<file path="src/rtl/decode_ctrl_pipe.sv">
// Registered MIPS control-decode stage with valid/ready output, MULTU wait and flush.
// Optional illegal-instruction trap state is built when CU_ILLEGAL_TRAP_EN is defined.
module decode_ctrl_pipe #(
   parameter int MUL_LATENCY = 4,
   parameter int ALU_CTRL_W  = 4
) (
   input  logic                  clk,
   input  logic                  rst_n,
   input  logic                  in_valid,
   output logic                  in_ready,
   input  logic [31:0]           instr,
   input  logic                  flush,
   output logic                  out_valid,
   input  logic                  out_ready,
   output logic                  RegWrite,
   output logic                  MemToReg,
   output logic                  MemWrite,
   output logic                  ALUSrcA,
   output logic                  RegDst,
   output logic [1:0]            ALUSrcB,
   output logic [ALU_CTRL_W-1:0] ALUControl,
   output logic                  busy,
   output logic                  illegal
);

   localparam int CNT_W = $clog2(MUL_LATENCY + 1);

   localparam logic [1:0] ST_RUN      = 2'd0;
   localparam logic [1:0] ST_MUL_WAIT = 2'd1;
`ifdef CU_ILLEGAL_TRAP_EN
   localparam logic [1:0] ST_TRAP     = 2'd2;
`endif

   typedef struct packed {
      logic       reg_write;
      logic       mem_to_reg;
      logic       mem_write;
      logic       alu_src_a;
      logic       reg_dst;
      logic [1:0] alu_src_b;
      logic [3:0] alu_op;
      logic       is_multu;
      logic       illegal;
   } ctrl_t;

   logic [1:0]       r_state;
   logic [CNT_W-1:0] r_cnt;
   logic             r_out_valid;
   ctrl_t            r_word;

   ctrl_t            w_dec;
   logic             w_accept;
   logic             w_out_hs;
   logic             w_trap;
   logic             w_unused;

   // Register fields and shamt never affect the control word.
   assign w_unused = ^instr[25:6];

   // NOTE: every field gets a default first so no path through the case infers a latch.
   always_comb begin
      w_dec = '0;
      unique case (instr[31:26])
         6'b000000: begin
            w_dec.reg_write = 1'b1;
            w_dec.reg_dst   = 1'b1;
            case (instr[5:0])
               6'b100000: w_dec.alu_op = 4'b0100;
               6'b100100: w_dec.alu_op = 4'b1010;
               6'b011001: begin
                  w_dec.alu_op   = 4'b0110;
                  w_dec.is_multu = 1'b1;
               end
               6'b100101: w_dec.alu_op = 4'b1000;
               6'b100010: w_dec.alu_op = 4'b0101;
               6'b100110: w_dec.alu_op = 4'b1011;
               6'b000000, 6'b000011, 6'b000010: begin
                  w_dec.alu_src_a = 1'b1;
                  w_dec.alu_src_b = 2'b10;
                  w_dec.alu_op    = (instr[1:0] == 2'b00) ? 4'b1100 :
                                    (instr[1:0] == 2'b11) ? 4'b1110 : 4'b1101;
               end
               default: begin
                  w_dec         = '0;
                  w_dec.illegal = 1'b1;
               end
            endcase
         end
         6'b001000, 6'b001100, 6'b001101, 6'b001110, 6'b100011, 6'b101011: begin
            w_dec.reg_write = 1'b1;
            w_dec.alu_src_b = 2'b01;
            case (instr[31:26])
               6'b001100: w_dec.alu_op = 4'b1010;
               6'b001101: w_dec.alu_op = 4'b1000;
               6'b001110: w_dec.alu_op = 4'b1011;
               default:   w_dec.alu_op = 4'b0100;
            endcase
            w_dec.mem_to_reg = (instr[31:26] == 6'b100011);
            if (instr[31:26] == 6'b101011) begin
               w_dec.mem_write = 1'b1;
               w_dec.reg_write = 1'b0;
            end
         end
         default: w_dec.illegal = 1'b1;
      endcase
   end

`ifdef CU_ILLEGAL_TRAP_EN
   assign w_trap = (r_state == ST_TRAP);
   // A held illegal word blocks new accepts so its handshake can enter TRAP cleanly.
   assign in_ready = rst_n & (r_state == ST_RUN) & (~r_out_valid | out_ready) & ~flush
                   & ~(r_out_valid & r_word.is_multu) & ~(r_out_valid & r_word.illegal);
`else
   assign w_trap = 1'b0;
   assign in_ready = rst_n & (r_state == ST_RUN) & (~r_out_valid | out_ready) & ~flush
                   & ~(r_out_valid & r_word.is_multu);
`endif

   assign w_accept = in_valid & in_ready;
   assign w_out_hs = r_out_valid & out_ready;

   // NOTE: state uses non-blocking assignments so every register samples pre-edge values.
   always_ff @(posedge clk or negedge rst_n) begin
      if (!rst_n) begin
         r_state     <= ST_RUN;
         r_cnt       <= '0;
         r_out_valid <= 1'b0;
         r_word      <= '0;
      end else if (flush) begin
         r_state     <= ST_RUN;
         r_cnt       <= '0;
         r_out_valid <= 1'b0;
      end else begin
         case (r_state)
            ST_RUN: begin
               if (w_accept) begin
                  r_out_valid <= 1'b1;
                  r_word      <= w_dec;
               end else if (w_out_hs) begin
                  r_out_valid <= 1'b0;
               end
               if (w_out_hs && r_word.is_multu && (MUL_LATENCY > 1)) begin
                  r_state <= ST_MUL_WAIT;
                  r_cnt   <= CNT_W'(MUL_LATENCY - 1);
               end
`ifdef CU_ILLEGAL_TRAP_EN
               if (w_out_hs && r_word.illegal) r_state <= ST_TRAP;
`endif
            end
            ST_MUL_WAIT: begin
               r_cnt <= r_cnt - CNT_W'(1);
               if (r_cnt == CNT_W'(1)) r_state <= ST_RUN;
            end
`ifdef CU_ILLEGAL_TRAP_EN
            ST_TRAP: r_state <= ST_TRAP;
`endif
            default: r_state <= ST_RUN;
         endcase
      end
   end

   assign out_valid  = r_out_valid;
   assign busy       = (r_state == ST_MUL_WAIT);
   assign RegWrite   = r_out_valid & r_word.reg_write;
   assign MemToReg   = r_out_valid & r_word.mem_to_reg;
   assign MemWrite   = r_out_valid & r_word.mem_write;
   assign ALUSrcA    = r_out_valid & r_word.alu_src_a;
   assign RegDst     = r_out_valid & r_word.reg_dst;
   assign ALUSrcB    = r_out_valid ? r_word.alu_src_b : 2'b00;
   assign ALUControl = r_out_valid ? ALU_CTRL_W'(r_word.alu_op) : '0;
   assign illegal    = (r_out_valid & r_word.illegal) | w_trap;

endmodule
</file>
<file path="config.mk">
export PLATFORM = sky130hd
export DESIGN_NAME = decode_ctrl_pipe
export DESIGN_NICKNAME = d
export VERILOG_FILES = /design/src/rtl/decode_ctrl_pipe.sv
export SDC_FILE = /design/constraint.sdc
export NUM_CORES = 1
export LEC_CHECK = 0
export CORE_MARGIN = 3
export CORE_UTILIZATION = 45
export DETAILED_ROUTE_END_ITERATION = 10
export PLACE_DENSITY = 0.85
export SYNTH_ARGS = -nofsm -noshare
export SYNTH_HDL_FRONTEND = slang
export SYNTH_SLANG_ARGS = --single-unit
</file>
<file path="constraint.sdc">
create_clock -name clk -period 4.5 [get_ports clk]
set_input_delay 1.35 -clock clk [delete_from_list [all_inputs] [get_ports clk]]
set_output_delay 1.35 -clock clk [all_outputs]
set_load 0.01 [all_outputs]
</file>
Yosys cells after proc, flatten, opt, wreduce, memory -nomap -nowiden
Index checks and enable logic that the tools add are counted.
{ "word_totals": {"ff_bits": 19, "latch_bits": 0, "ram_bits": 0, "rom_bits": 0, "in_bits": 37, "output_inout_bits": 15, "word_cells": 94, "mem_count": 0} }
{ "op_classes": {"n_addsub": 1, "mul": 0, "div_mod_pow": 0, "n_lt_le_gt_ge": 0, "n_eq_ne": 19, "n_shift": 0, "n_mux": 30, "bitwise_logic": 17, "reduce_logical": 15} }
{ "ops": {"columns": ["op", "count"], "rows": [
  ["$eq A6 B6 Y1 const B", 7],
  ["$pmux W4 S7", 1],
  ["$eq A6 B4 Y1 const B", 4],
  ["$mux W2", 8],
  ["$and A1 B1 Y1", 13],
  ["$eq A6 B2 Y1 const B", 2],
  ["$logic_not A6 Y1", 2],
  ["$pmux W3 S2", 2],
  ["$pmux W4 S3", 1],
  ["$pmux W6 S2", 1],
  ["$mux W1", 11],
  ["$mux W3", 3],
  ["$reduce_or A9 Y1", 1],
  ["$eq A6 B5 Y1 const B", 1],
  ["$ne A3 B2 Y1 const B", 2],
  ["$reduce_and A2 Y1", 3],
  ["$reduce_bool A3 Y1", 2],
  ["$reduce_or A6 Y1", 1],
  ["$logic_not A2 Y1", 2],
  ["$mux W4", 1],
  ["$pmux W2 S2", 1],
  ["$eq A3 B1 Y1 const B", 1],
  ["$not A1 Y1", 3],
  ["$reduce_and A3 Y1", 1],
  ["other kinds (8)", 8]
]} }

Longest topological paths before layout
{ "logic_depth": {"word_depth": 9, "ltp_mapped": 7, "mapped_depth_nobuf": 7} }

Worst setup path after synthesis
Ideal clock, no wire load.
{ "synth_path": {"path_kind": "input port to output port", "from": "input port out_ready", "to": "output port in_ready", "t_arrival_ns": 1.821, "required_ns": 3.150, "setup_slack_ns": 1.329, "cell_stages": 2, "n_path_buf": 0, "path_cell_list": "nand2b_4 a2111oi_4"} }
{ "synth_via": {"elab_chain_cells": 4} }
{ "synth_lines": {"columns": ["element", "line_no", "source"], "rows": [
  ["start, declared", "14", "input logic out_ready,"],
  ["$or A1 B1 Y1", "115", "assign in_ready = rst_n & (r_state == ST_RUN) & (~r_out_valid | out_ready) & ~flush"],
  ["$and A1 B1 Y1 (2 in a row)", "115", null],
  ["$and A1 B1 Y1", "116", "& ~(r_out_valid & r_word.is_multu);"],
  ["end, declared", "10", "output logic in_ready,"]
]} }
No other way between the ends.

Worst setup path after layout
Same ends and word-level chain as after synthesis.

==> metrics.md <==
| Metric | Value |
|---|---|
| Status | complete, no violations |
| WS Path Type | primary input to output pin |
| Post-synth EDFFs | 0 |
| Grt met2 use | a little over 30% |
| Post-CTS setup buffers | 0 |
| Grt total ovfl | 0 |
| Largest net degree at the start of global routing | 26 |
| Synth top area cells | dfrtp_1 37%, and2_1 6.7%, nand2_1 6.5%, ha_1 6.2%, a21oi_1 2.5% |
| Max Freq | 232 MHz |
| Nets@finish | 209 |
| CTS root buf | clkbuf_4 |
| Cells after DPL | 191 |
| Met1 usage | between 20 and 25% |
| Initial antenna violation count | 0 |
| GR Util met3 | between 1.5 and 2% |
| Initial Utilization | a little under half |
| Req. time, crit path | ~3.2 ns |
| Vias in the first global route | between 1k and 1.5k |
| CTS max path bufs | 2 |
| RSZ-0062 raised after global routing | false |
| Drt wl/cell | 13.4 µm |
| Post-CTS resize count | 0 |
| Share of the synthesized area in the top cell type | about 37% |
| Post-route core utilization | a little over three fifths |
| Hold_ws | 0.473 ns |
| Total Routed Length | roughly 2.6 mm |
| CTS tree | built |
| Final setup fails | 0 |
| # clock sinks | 18 |
| Setup TNS | 0 ns |
| Hold Crit Class | flop to flop |
| Mapped Cells | between 100 and 150 |
| Via count | approximately 1.1k |
| Pwr Total | between 0.3 and 0.4 mW |
| Height of the die | 57.8 µm |
| Most Crowded Layer GR | met2 |
| Max-cap viol count | 0 |
| Dpl hpwl | about 2.1 mm |
| Fin cells | 195 |
| Final Skew | ~0.0012 ns |
| Hold-fix buffers at CTS | 0 |
| Synth area leader | dfrtp_1 |
| Synth Flop Type | dfrtp_1 |
| H-tree levels | 1 |
| CP Capture Type | output pin |
| Top cells by count, synth | 21 x nand2_1, 18 x dfrtp_1, 13 x and2_1 |
| # rows | 18 |
| Seq/Total Area, Yosys | 37.3% |
| Critical Path AT | about 3 ns |
| Antenna Cells | 0 |
| Mapped Nets | 176 |
| Max Slew Vio Count | 0 |
| Setup crit start kind | primary input |
| Most frequent cell after synthesis | nand2_1 |
| CTS buffer count | 3 |
| Pre-antenna DRT Iters | 4 |
| Power Density | between 200 and 250 nW/µm² |
| Hold Fails Final Rpt | 0 |
| Iter 0 DRT Violations | 42 |
| Minimum clock period | 4.31 ns |
| Vias per cell | ~5.7 |
| Buffers on Ports | 31 |
| Library cells used by synthesis | 47 |
| Tightest Pin Transition | about 0.7 ns |
| Synth Register Bits | 18 |
| RD Place Congestion | ~0.76 |
| Clk Latency, worst-skew pair | between 0.2 and 0.3 ns |
| Asr flop ratio synth | 100% |
| Critical path peak fanout | 3 |
| Clk slew on worst S/H paths | roughly 0.090 ns |
| Worst vdd ir | 0.000116 V |
| Area Growth Syn to Fin | 31.2% |
| Fillcell total | 230 |
| First-pass GRT wire length | roughly 4.6 mm |
| Final Cycle Share | 95.8% |
| Io pins | between 50 and 60 |
| Die X | a little under 60 µm |
| Slew HR | approximately 53% |
| Gr usage total | 17.2% |
| Syn Area/Cell | between 9 and 10 µm² |
| # DRC | 0 |
| Die area | 3340 µm² |
| Layout cells sized above 1 | under 10% |
| Leak | 0.650 nW |
| Post-Syn Area | around 1200 µm² |
| Warnings from Yosys | 0 |
| Final ANT Viol Nets | 0 |
| CORE AREA | between 2000 and 3000 µm² |
-- placed cells by master (no fill, tap or decap), types with 2 or more instances in the layout --
cell type,n
a31oi_1,2
o21ai_0,5
nand2_1,21
inv_1,6
dfrtp_1,18
nand4b_1,2
nand3b_1,2
and2_1,13
o31ai_1,4
clkdlybuf4s50_1,31
ha_1,6
a21oi_1,6
nor2_1,8
nor3_1,2
o21ai_1,2
clkbuf_4,3
-- state kept, by name (all words and copies together), names as in the netlist --
name,cells
r_state,1
r_cnt,3
out_valid,1
r_word,13
-- logic make-up after synthesis --
| family | count (synthesis) | share of synthesized area, % |
|---|---|---|
| xor+xnor | 1 | 0.725 |
| compound gates | 35 | 21.6 |
| simple gates | 61 | 29.3 |
| buf+inv | 10 | 3.11 |
| mux | 2 | 1.76 |
| flops | 18 | 37.3 |
| fa+ha+maj | 6 | 6.21 |
-- layer usage --
| layer | up-vias | share of wire [%] | wire length [µm] |
|---|---|---|---|
| met5 | - | 0 | 0 |
| met4 | 0 | 2.4 | 62 |
| met3 | 6 | 4.9 | 127 |
| met2 | 38 | 51 | 1320 |
| met1 | 521 | 42 | 1100 |
| li1 | 545 | - | - |
-- path summary, 6_finish.rpt --
| kind | end | cells after the start | from | slack [ns] |
|---|---|---|---|---|
| min reg2reg | r_word[9] | 2 | r_word[9] | 0.47 |
| max in group asynchronous | r_cnt[0] | 2 | rst_n | 2.90 |
| max | in_ready | 4 | out_ready | 0.19 |
| min | r_word[9] | 2 | r_word[9] | 0.47 |
| min in group asynchronous | r_word[7] | 2 | rst_n | 1.42 |
| max reg2reg | r_word[9] | 5 | r_word[1] | 2.59 |
-- worst max-delay path, stage by stage --
cell	delay, ns
clkdlybuf4s50_1	0.56
nand2b_4	0.07
a2111oi_4	0.38
clkdlybuf4s50_1	0.60
-- stage by stage --
stage	cell area, µm²	worst slack [ns]
detailed placement	1550	0.180
floorplan	1210	1.33
global route	1590	0.136
CTS	1590	0.178
global placement	1550	0.217
finish	1590	0.190
-- where the power goes --
part	leakage (nW)	switching [mW]	internal, mW	total [mW]
Clock	0.0210	0.0448	0.0492	0.0941
Sequential	0.247	0.00411	0.167	0.171
Combinational	0.382	0.0323	0.0307	0.0630
Total	0.650	0.0812	0.247	0.328
-- layout make-up --
cell class	count	area [µm²]	share of cell area, %
Multi-Input combinational cell	105	721	45.5
Sequential cell	18	450	28.4
Timing Repair Buffer	32	318	20.0
Tap cell	30	37.5	2.37
Clock buffer	4	36.3	2.29
Inverter	6	22.5	1.42
Note: power is estimated with default switching activity, not from simulation.
